[src/rtl/cpu_run_ctrl_pkg.sv]
// -----------------------------------------------------------------------------
// cpu_run_ctrl_pkg
//   Shared definitions for the run/step/breakpoint sequencer: the board mode
//   codes, the FSM state codes reported on oState, and the pulse-counter
//   width plus its wrapping increment helper.
//   Optional feature macro used by the slice: RUN_CYCLE_CNT_EN.
// -----------------------------------------------------------------------------
package cpu_run_ctrl_pkg;

  // Switch setting from the board (11 is reserved and behaves as HALT)
  typedef enum logic [1:0] {
    MODE_HALT = 2'b00,
    MODE_RUN  = 2'b01,
    MODE_STEP = 2'b10,
    MODE_RSVD = 2'b11
  } mode_e;

  // Sequencer state, encoded exactly as presented on oState
  typedef enum logic [1:0] {
    ST_HALT = 2'b00,
    ST_RUN  = 2'b01,
    ST_STEP = 2'b10,
    ST_BRK  = 2'b11
  } state_e;

  localparam int CYCLE_CNT_W = 32;

  // Pulse counter increment; rolls over from all-ones to zero
  function automatic logic [CYCLE_CNT_W-1:0] cycleCntIncr(
    input logic [CYCLE_CNT_W-1:0] cnt
  );
    return cnt + 32'd1;
  endfunction

endpackage

[src/rtl/cpu_run_ctrl_btn_debounce.sv]
// -----------------------------------------------------------------------------
// btn_debounce
//   Two-flop synchroniser followed by a stability counter for a bouncing,
//   asynchronous push-button. The debounced level only changes after DEB_N
//   consecutive synchronised samples that all differ from it; a one-cycle
//   press pulse marks each rising change of the debounced level.
// Ports
//   iClk    in  1  clock
//   iRst_n  in  1  asynchronous active-low reset
//   iBtn    in  1  raw button, active-high
//   oPress  out 1  registered one-cycle pulse on debounced rising edge
// -----------------------------------------------------------------------------
module btn_debounce
  import cpu_run_ctrl_pkg::*;
#(
  parameter int DEB_N = 20_000
) (
  input  logic iClk,
  input  logic iRst_n,
  input  logic iBtn,
  output logic oPress
);

  localparam int CNT_W = (DEB_N > 1) ? $clog2(DEB_N) : 1;
  localparam logic [CNT_W-1:0] CNT_MAX  = CNT_W'(DEB_N - 1);
  localparam logic [CNT_W-1:0] CNT_ONE  = CNT_W'(1);
  localparam logic [CNT_W-1:0] CNT_ZERO = CNT_W'(0);

  logic             sync1R;
  logic             sync2R;
  logic             levelR;
  logic             pressR;
  logic [CNT_W-1:0] cntR;
  logic             differS;
  logic             flipS;

  // Sample differs from the debounced level; flip on the DEB_N-th such sample
  always_comb begin
    differS = (sync2R != levelR);
    flipS   = differS && (cntR == CNT_MAX);
  end

  // Two-flop synchroniser for the asynchronous button input
  always_ff @(posedge iClk or negedge iRst_n) begin
    if (!iRst_n) begin
      sync1R <= 1'b0;
      sync2R <= 1'b0;
    end else begin
      sync1R <= iBtn;
      sync2R <= sync1R;
    end
  end

  // Stability counter, debounced level and press pulse
  always_ff @(posedge iClk or negedge iRst_n) begin
    if (!iRst_n) begin
      cntR   <= CNT_ZERO;
      levelR <= 1'b0;
      pressR <= 1'b0;
    end else begin
      // A single matching sample breaks the run, so the count restarts
      if (!differS) begin
        cntR <= CNT_ZERO;
      end else if (flipS) begin
        cntR   <= CNT_ZERO;
        levelR <= sync2R;
      end else begin
        cntR <= cntR + CNT_ONE;
      end
      // Only the rising change pulses; release is silent
      pressR <= flipS && sync2R;
    end
  end

  assign oPress = pressR;

endmodule

[src/rtl/cpu_run_ctrl.sv]
// -----------------------------------------------------------------------------
// cpu_run_ctrl
//   Run/step/breakpoint sequencer producing a single-cycle clock enable for
//   the single-cycle core. Free-run pulses every DIV_N cycles, single-step
//   pulses once per debounced button press, and a PC breakpoint stops free-run
//   before the matching instruction executes.
//   Optional feature macro: RUN_CYCLE_CNT_EN -- when defined, oCycleCnt counts
//   oCpuEn pulses (reset value CNT_INIT, normally zero); when undefined the
//   counter is absent and oCycleCnt is tied to zero.
// Ports
//   iClk       in  1     board clock
//   iRst_n     in  1     asynchronous active-low reset
//   iMode      in  2     00 HALT, 01 RUN, 10 STEP, 11 treated as HALT
//   iStepBtn   in  1     raw bouncing step button, active-high
//   iBrkEn     in  1     breakpoint enable
//   iBrkAddr   in  PC_W  breakpoint PC
//   iPC        in  PC_W  PC of the instruction about to execute
//   oCpuEn     out 1     registered one-cycle enable to the core
//   oState     out 2     0 HALT, 1 RUN, 2 STEP, 3 BRK
//   oBrkHit    out 1     high while in BRK
//   oCycleCnt  out 32    count of oCpuEn pulses
// -----------------------------------------------------------------------------
module cpu_run_ctrl
  import cpu_run_ctrl_pkg::*;
#(
  parameter int DIV_N = 1_000_000,
  parameter int DEB_N = 20_000,
  parameter int PC_W  = 32
`ifdef RUN_CYCLE_CNT_EN
  ,
  parameter logic [CYCLE_CNT_W-1:0] CNT_INIT = 32'd0
`endif
) (
  input  logic                   iClk,
  input  logic                   iRst_n,
  input  logic [1:0]             iMode,
  input  logic                   iStepBtn,
  input  logic                   iBrkEn,
  input  logic [PC_W-1:0]        iBrkAddr,
  input  logic [PC_W-1:0]        iPC,
  output logic                   oCpuEn,
  output logic [1:0]             oState,
  output logic                   oBrkHit,
  output logic [CYCLE_CNT_W-1:0] oCycleCnt
);

  localparam int DIV_W = (DIV_N > 1) ? $clog2(DIV_N) : 1;
  localparam logic [DIV_W-1:0] DIV_MAX  = DIV_W'(DIV_N - 1);
  localparam logic [DIV_W-1:0] DIV_ONE  = DIV_W'(1);
  localparam logic [DIV_W-1:0] DIV_ZERO = DIV_W'(0);

  state_e           stateR;
  logic             cpuEnR;
  logic             brkHitR;
  logic [DIV_W-1:0] divCntR;

  mode_e            modeS;
  logic             pressS;
  logic             tickS;
  logic             brkMatchS;
  logic             runFireS;
  logic             stepFireS;
  logic             pulseNextS;

  btn_debounce #(
    .DEB_N (DEB_N)
  ) uDebounce (
    .iClk   (iClk),
    .iRst_n (iRst_n),
    .iBtn   (iStepBtn),
    .oPress (pressS)
  );

  // Pulse decision; a tick or press only fires if the mode keeps us in place
  always_comb begin
    modeS      = mode_e'(iMode);
    tickS      = (divCntR == DIV_MAX);
    brkMatchS  = iBrkEn && (iPC == iBrkAddr);
    runFireS   = (stateR == ST_RUN)  && (modeS == MODE_RUN)  && tickS && !brkMatchS;
    stepFireS  = (stateR == ST_STEP) && (modeS == MODE_STEP) && pressS;
    pulseNextS = runFireS || stepFireS;
  end

  // Sequencer FSM with divider, enable and breakpoint flag registers
  always_ff @(posedge iClk or negedge iRst_n) begin
    if (!iRst_n) begin
      stateR  <= ST_HALT;
      cpuEnR  <= 1'b0;
      brkHitR <= 1'b0;
      divCntR <= DIV_ZERO;
    end else begin
      cpuEnR  <= pulseNextS;
      brkHitR <= 1'b0;
      // Divider idles at zero outside RUN, so every entry into RUN starts clean
      divCntR <= DIV_ZERO;
      case (stateR)
        ST_HALT: begin
          case (modeS)
            MODE_RUN:  stateR <= ST_RUN;
            MODE_STEP: stateR <= ST_STEP;
            default:   stateR <= ST_HALT;
          endcase
        end
        ST_RUN: begin
          case (modeS)
            MODE_RUN: begin
              if (tickS) begin
                divCntR <= DIV_ZERO;
                // Stop before the matching instruction executes: no pulse
                if (brkMatchS) begin
                  stateR  <= ST_BRK;
                  brkHitR <= 1'b1;
                end else begin
                  stateR <= ST_RUN;
                end
              end else begin
                divCntR <= divCntR + DIV_ONE;
                stateR  <= ST_RUN;
              end
            end
            MODE_STEP: stateR <= ST_STEP;
            default:   stateR <= ST_HALT;
          endcase
        end
        ST_STEP: begin
          case (modeS)
            MODE_RUN:  stateR <= ST_RUN;
            MODE_STEP: stateR <= ST_STEP;
            default:   stateR <= ST_HALT;
          endcase
        end
        ST_BRK: begin
          // RUN cannot leave BRK; the core must be stepped off the breakpoint
          case (modeS)
            MODE_RUN: begin
              stateR  <= ST_BRK;
              brkHitR <= 1'b1;
            end
            MODE_STEP: stateR <= ST_STEP;
            default:   stateR <= ST_HALT;
          endcase
        end
        default: begin
          stateR <= ST_HALT;
        end
      endcase
    end
  end

`ifdef RUN_CYCLE_CNT_EN
  logic [CYCLE_CNT_W-1:0] cycleCntR;

  // Pulse counter, updated on the same edge that raises oCpuEn
  always_ff @(posedge iClk or negedge iRst_n) begin
    if (!iRst_n) begin
      cycleCntR <= CNT_INIT;
    end else if (pulseNextS) begin
      cycleCntR <= cycleCntIncr(cycleCntR);
    end else begin
      cycleCntR <= cycleCntR;
    end
  end

  assign oCycleCnt = cycleCntR;
`else
  assign oCycleCnt = 32'd0;
`endif

  assign oCpuEn  = cpuEnR;
  assign oState  = stateR;
  assign oBrkHit = brkHitR;

endmodule
[config.mk]
export PLATFORM = sky130hd
export DESIGN_NAME = cpu_run_ctrl
export DESIGN_NICKNAME = d
export VERILOG_FILES = /design/src/rtl/cpu_run_ctrl_pkg.sv /design/src/rtl/cpu_run_ctrl_btn_debounce.sv /design/src/rtl/cpu_run_ctrl.sv
export SDC_FILE = /design/constraint.sdc
export NUM_CORES = 1
export LEC_CHECK = 0
export BUFFER_PORTS_ARGS = -buffer_cell sky130_fd_sc_hd__buf_2
export CORE_MARGIN = 2
export CORE_UTILIZATION = 49
export CTS_CLUSTER_DIAMETER = 100
export DETAILED_ROUTE_END_ITERATION = 6
export GPL_TIMING_DRIVEN = 0
export PLACE_DENSITY = 0.81
export SYNTH_ARGS = -nofsm -noshare
export SYNTH_HDL_FRONTEND = slang
export SYNTH_SLANG_ARGS = --single-unit
[constraint.sdc]
create_clock -name iClk -period 2.07 [get_ports iClk]
set_input_delay 0.414 -clock iClk [delete_from_list [all_inputs] [get_ports iClk]]
set_output_delay 0.414 -clock iClk [all_outputs]
set_load 0.05 [all_outputs]
==> results.sh <==
export IMPL_first_iter_violations=85
export IMPL_maxSlewHeadroom=0.384
export IMPL_netlist_top_cell_by_area="dfrtp_1"
export IMPL_antenna_found_initial=0
export IMPL_max_freq_mhz=522
export IMPL_clock_latency_ns=0.30
export IMPL_fin_util=0.642
export IMPL_boundaryPins=106
export IMPL_via_per_inst=4.61
export IMPL_synth_area_um2=2650
export IMPL_drive_gt1_frac=0.341
export IMPL_gr_total_overflow=0
export IMPL_worstSetupPathType="flop to flop"
export IMPL_async_flop_share=1.00
export IMPL_h_tree_depth=2
export IMPL_root_buffer="clkbuf_8"
export IMPL_grt_max_degree=44
export IMPL_grt_pass1_wl_um=9630
export IMPL_core_area_um2=5170
export IMPL_synthTopCellsByArea="dfrtp_1 41%, xnor2_1 14%, buf_4 9.3%"
export IMPL_gp_congestion=0.771
export IMPL_p_leak_nw=1.58
export IMPL_cp_max_fo=10
export IMPL_io_buffers=73
export IMPL_nNetsFinal=460
export IMPL_hpwl_um=4360
export IMPL_wl_per_cell_um=12.1
export IMPL_status="finished, final reports clean"
export IMPL_synth_main_ff_cell="dfrtp_1"
export IMPL_clockBufferDepth=2
export IMPL_synth_top_area_frac=0.406
export IMPL_drc=0
export IMPL_totalWireLength_um=5530
export IMPL_rsz0062_at_grt="false"
export IMPL_path_clk_slew_ns=0.08
export IMPL_dieArea_um2=6020
export IMPL_syn_inst=275
export IMPL_firstDrtPassIters=5
export IMPL_rows=26
export IMPL_synth_cell_types=34
export IMPL_powerDensity_nw_per_um2=547
export IMPL_cp_cell_sequence="ha_1 -> and4_2 -> nand2_1 -> nor4_2 -> or2_0 -> buf_4 -> buf_12 -> nor2_1"
export IMPL_area_growth_pct=25.2
export IMPL_post_route_min_period_ns=1.92
export IMPL_cts_buffers=5
export IMPL_cp_start_kind="flop"
export IMPL_die_h_um=77.6
export IMPL_finalSetupViolCount=0
export IMPL_cts_resized=0
export IMPL_grt_usage=0.205
export IMPL_finalHoldViolCount=0
export IMPL_maxSlewViolCount=0
export IMPL_finalCritPeriodShare=0.926
export IMPL_hold_path_class="input port to flop"
export IMPL_arrival_ns=2.11
export IMPL_worstMarginPinSlew_ns=0.924
export IMPL_synth_edf_count=0
export IMPL_cts_tree="built"
export IMPL_maxCapViolCount=0
export IMPL_syn_area_per_cell_um2=9.64
export IMPL_end_kind="flop"
export IMPL_slowest_delay_ns=0.42
export IMPL_ys_seq_elements=43
export IMPL_grt_pass1_vias=2123
export IMPL_die_w_um=77.6
export IMPL_tns_ns=0
export IMPL_critical_path_required_ns=2.27
export IMPL_post_cts_repair_setup_buffers=0
export IMPL_fin_worst_skew_ns=0.00377
export IMPL_postCtsHoldBufs=0
export IMPL_yosysWarnings=0
export IMPL_ir_drop_mv=0.346
export IMPL_num_antenna_cells=0
export IMPL_ant_nets=0
export IMPL_crit_slowest_cell="dfrtp_1"
export IMPL_cts_sinks=43
export IMPL_start_util=0.513
export IMPL_ys_seq_area_frac=0.406
export IMPL_vias=2108
worst max-delay path, delay by kind of cell, from the launching register on:
kind	cells	cell delay [ns]
simple gates	5	0.89
flops	1	0.42
buf+inv	2	0.28
fa+ha+maj	1	0.22
logic make-up after synthesis:
logic type / after synthesis / share of synthesized area
AO/OA/AOI/OAI: 4 / 0.0113
XOR/XNOR: 64 / 0.211
adder cells (fa/ha/maj): 4 / 0.0189
buffers and inverters: 42 / 0.113
flip-flops: 43 / 0.406
multiplexers: 1 / 0.00425
other: 1 / 0.00141
AND/OR/NAND/NOR: 116 / 0.234
layout make-up:
cell class	instances	area [um2]
fill	439	1850
multi-input combinational	221	1390
sequential	43	1080
timing repair buffer	73	365
buffer	36	278
tap	70	87.6
clock buffer	6	82.6
inverter	6	22.5
clock inverter	2	16.3
synth_stat cells (2+ instances only):
library cell,instances
nor4_1,4
nor2_2,4
ha_1,4
nand2_1,17
nor3_1,3
buf_2,2
nor4_2,2
nor2_1,39
buf_4,33
xnor2_1,42
and3_1,4
nand4_1,15
xor2_1,22
and4_1,2
dfrtp_1,43
nand3_1,15
and4_2,2
inv_1,6
per-layer routing:
layer,track usage,up-vias,share of wire,routed length [um]
met1,0.236,984,0.39,2170
met2,0.359,48,0.54,3010
li1,-,1068,-,-
met4,0.0750,0,0.012,66
met5,0,-,0,0
met3,0.0605,8,0.050,278
per-stage QoR:
stage	worst slack (ns)	cells	power [mW]	instance area [um2]	hold WS [ns]
6_report	0.154	457	1.82	3320	0.209
5_1_grt	0.00172	457	1.91	3320	0.183
4_1_cts	0.157	457	1.83	3320	0.201
3_5_place_dp	0.173	449	1.26	3220	0.340
3_3_place_gp	0.237	449	1.25	3220	0.334
2_1_floorplan	0.391	306	1.15	2770	0.118
path summary, 6_finish.rpt:
check	depth (start not counted)	slack, ns	endpoint	from
max	8	0.15	uDebounce.cntR[8]	uDebounce.cntR[0]
min	1	0.21	uDebounce.sync1R	iStepBtn
max in group asynchronous	1	1.25	uDebounce.cntR[6]	iRst_n
min reg2reg	0	0.36	uDebounce.sync2R	uDebounce.sync1R
min in group asynchronous	1	0.24	divCntR[12]	iRst_n
max reg2reg	8	0.15	uDebounce.cntR[8]	uDebounce.cntR[0]
state kept, by name, summed over array words and instances (netlist names):
| register | count |
|---|---|
| divCntR | 20 |
| oBrkHit | 1 |
| oCpuEn | 1 |
| oState | 2 |
| uDebounce.cntR | 15 |
| uDebounce.levelR | 1 |
| uDebounce.oPress | 1 |
| uDebounce.sync1R | 1 |
| uDebounce.sync2R | 1 |
where the power goes:
group          switching [mW]  leakage (nW)  internal (mW)  total (mW)
Sequential            0.00992         0.592          0.849       0.859
Clock                   0.301        0.0474          0.272       0.574
Combinational           0.235         0.936          0.150       0.385
cells in the final DEF, fill, tap and decap left out, drive strengths merged, types with 5 or more instances in the layout:
cell type  count
nor2          43
nand4         15
inv            6
and3           5
dfrtp         43
nand3         16
conb          32
buf          109
nand2         17
nor4           7
xnor2         42
xor2          22
clkbuf         6
Power figures use the tool's default switching activity.
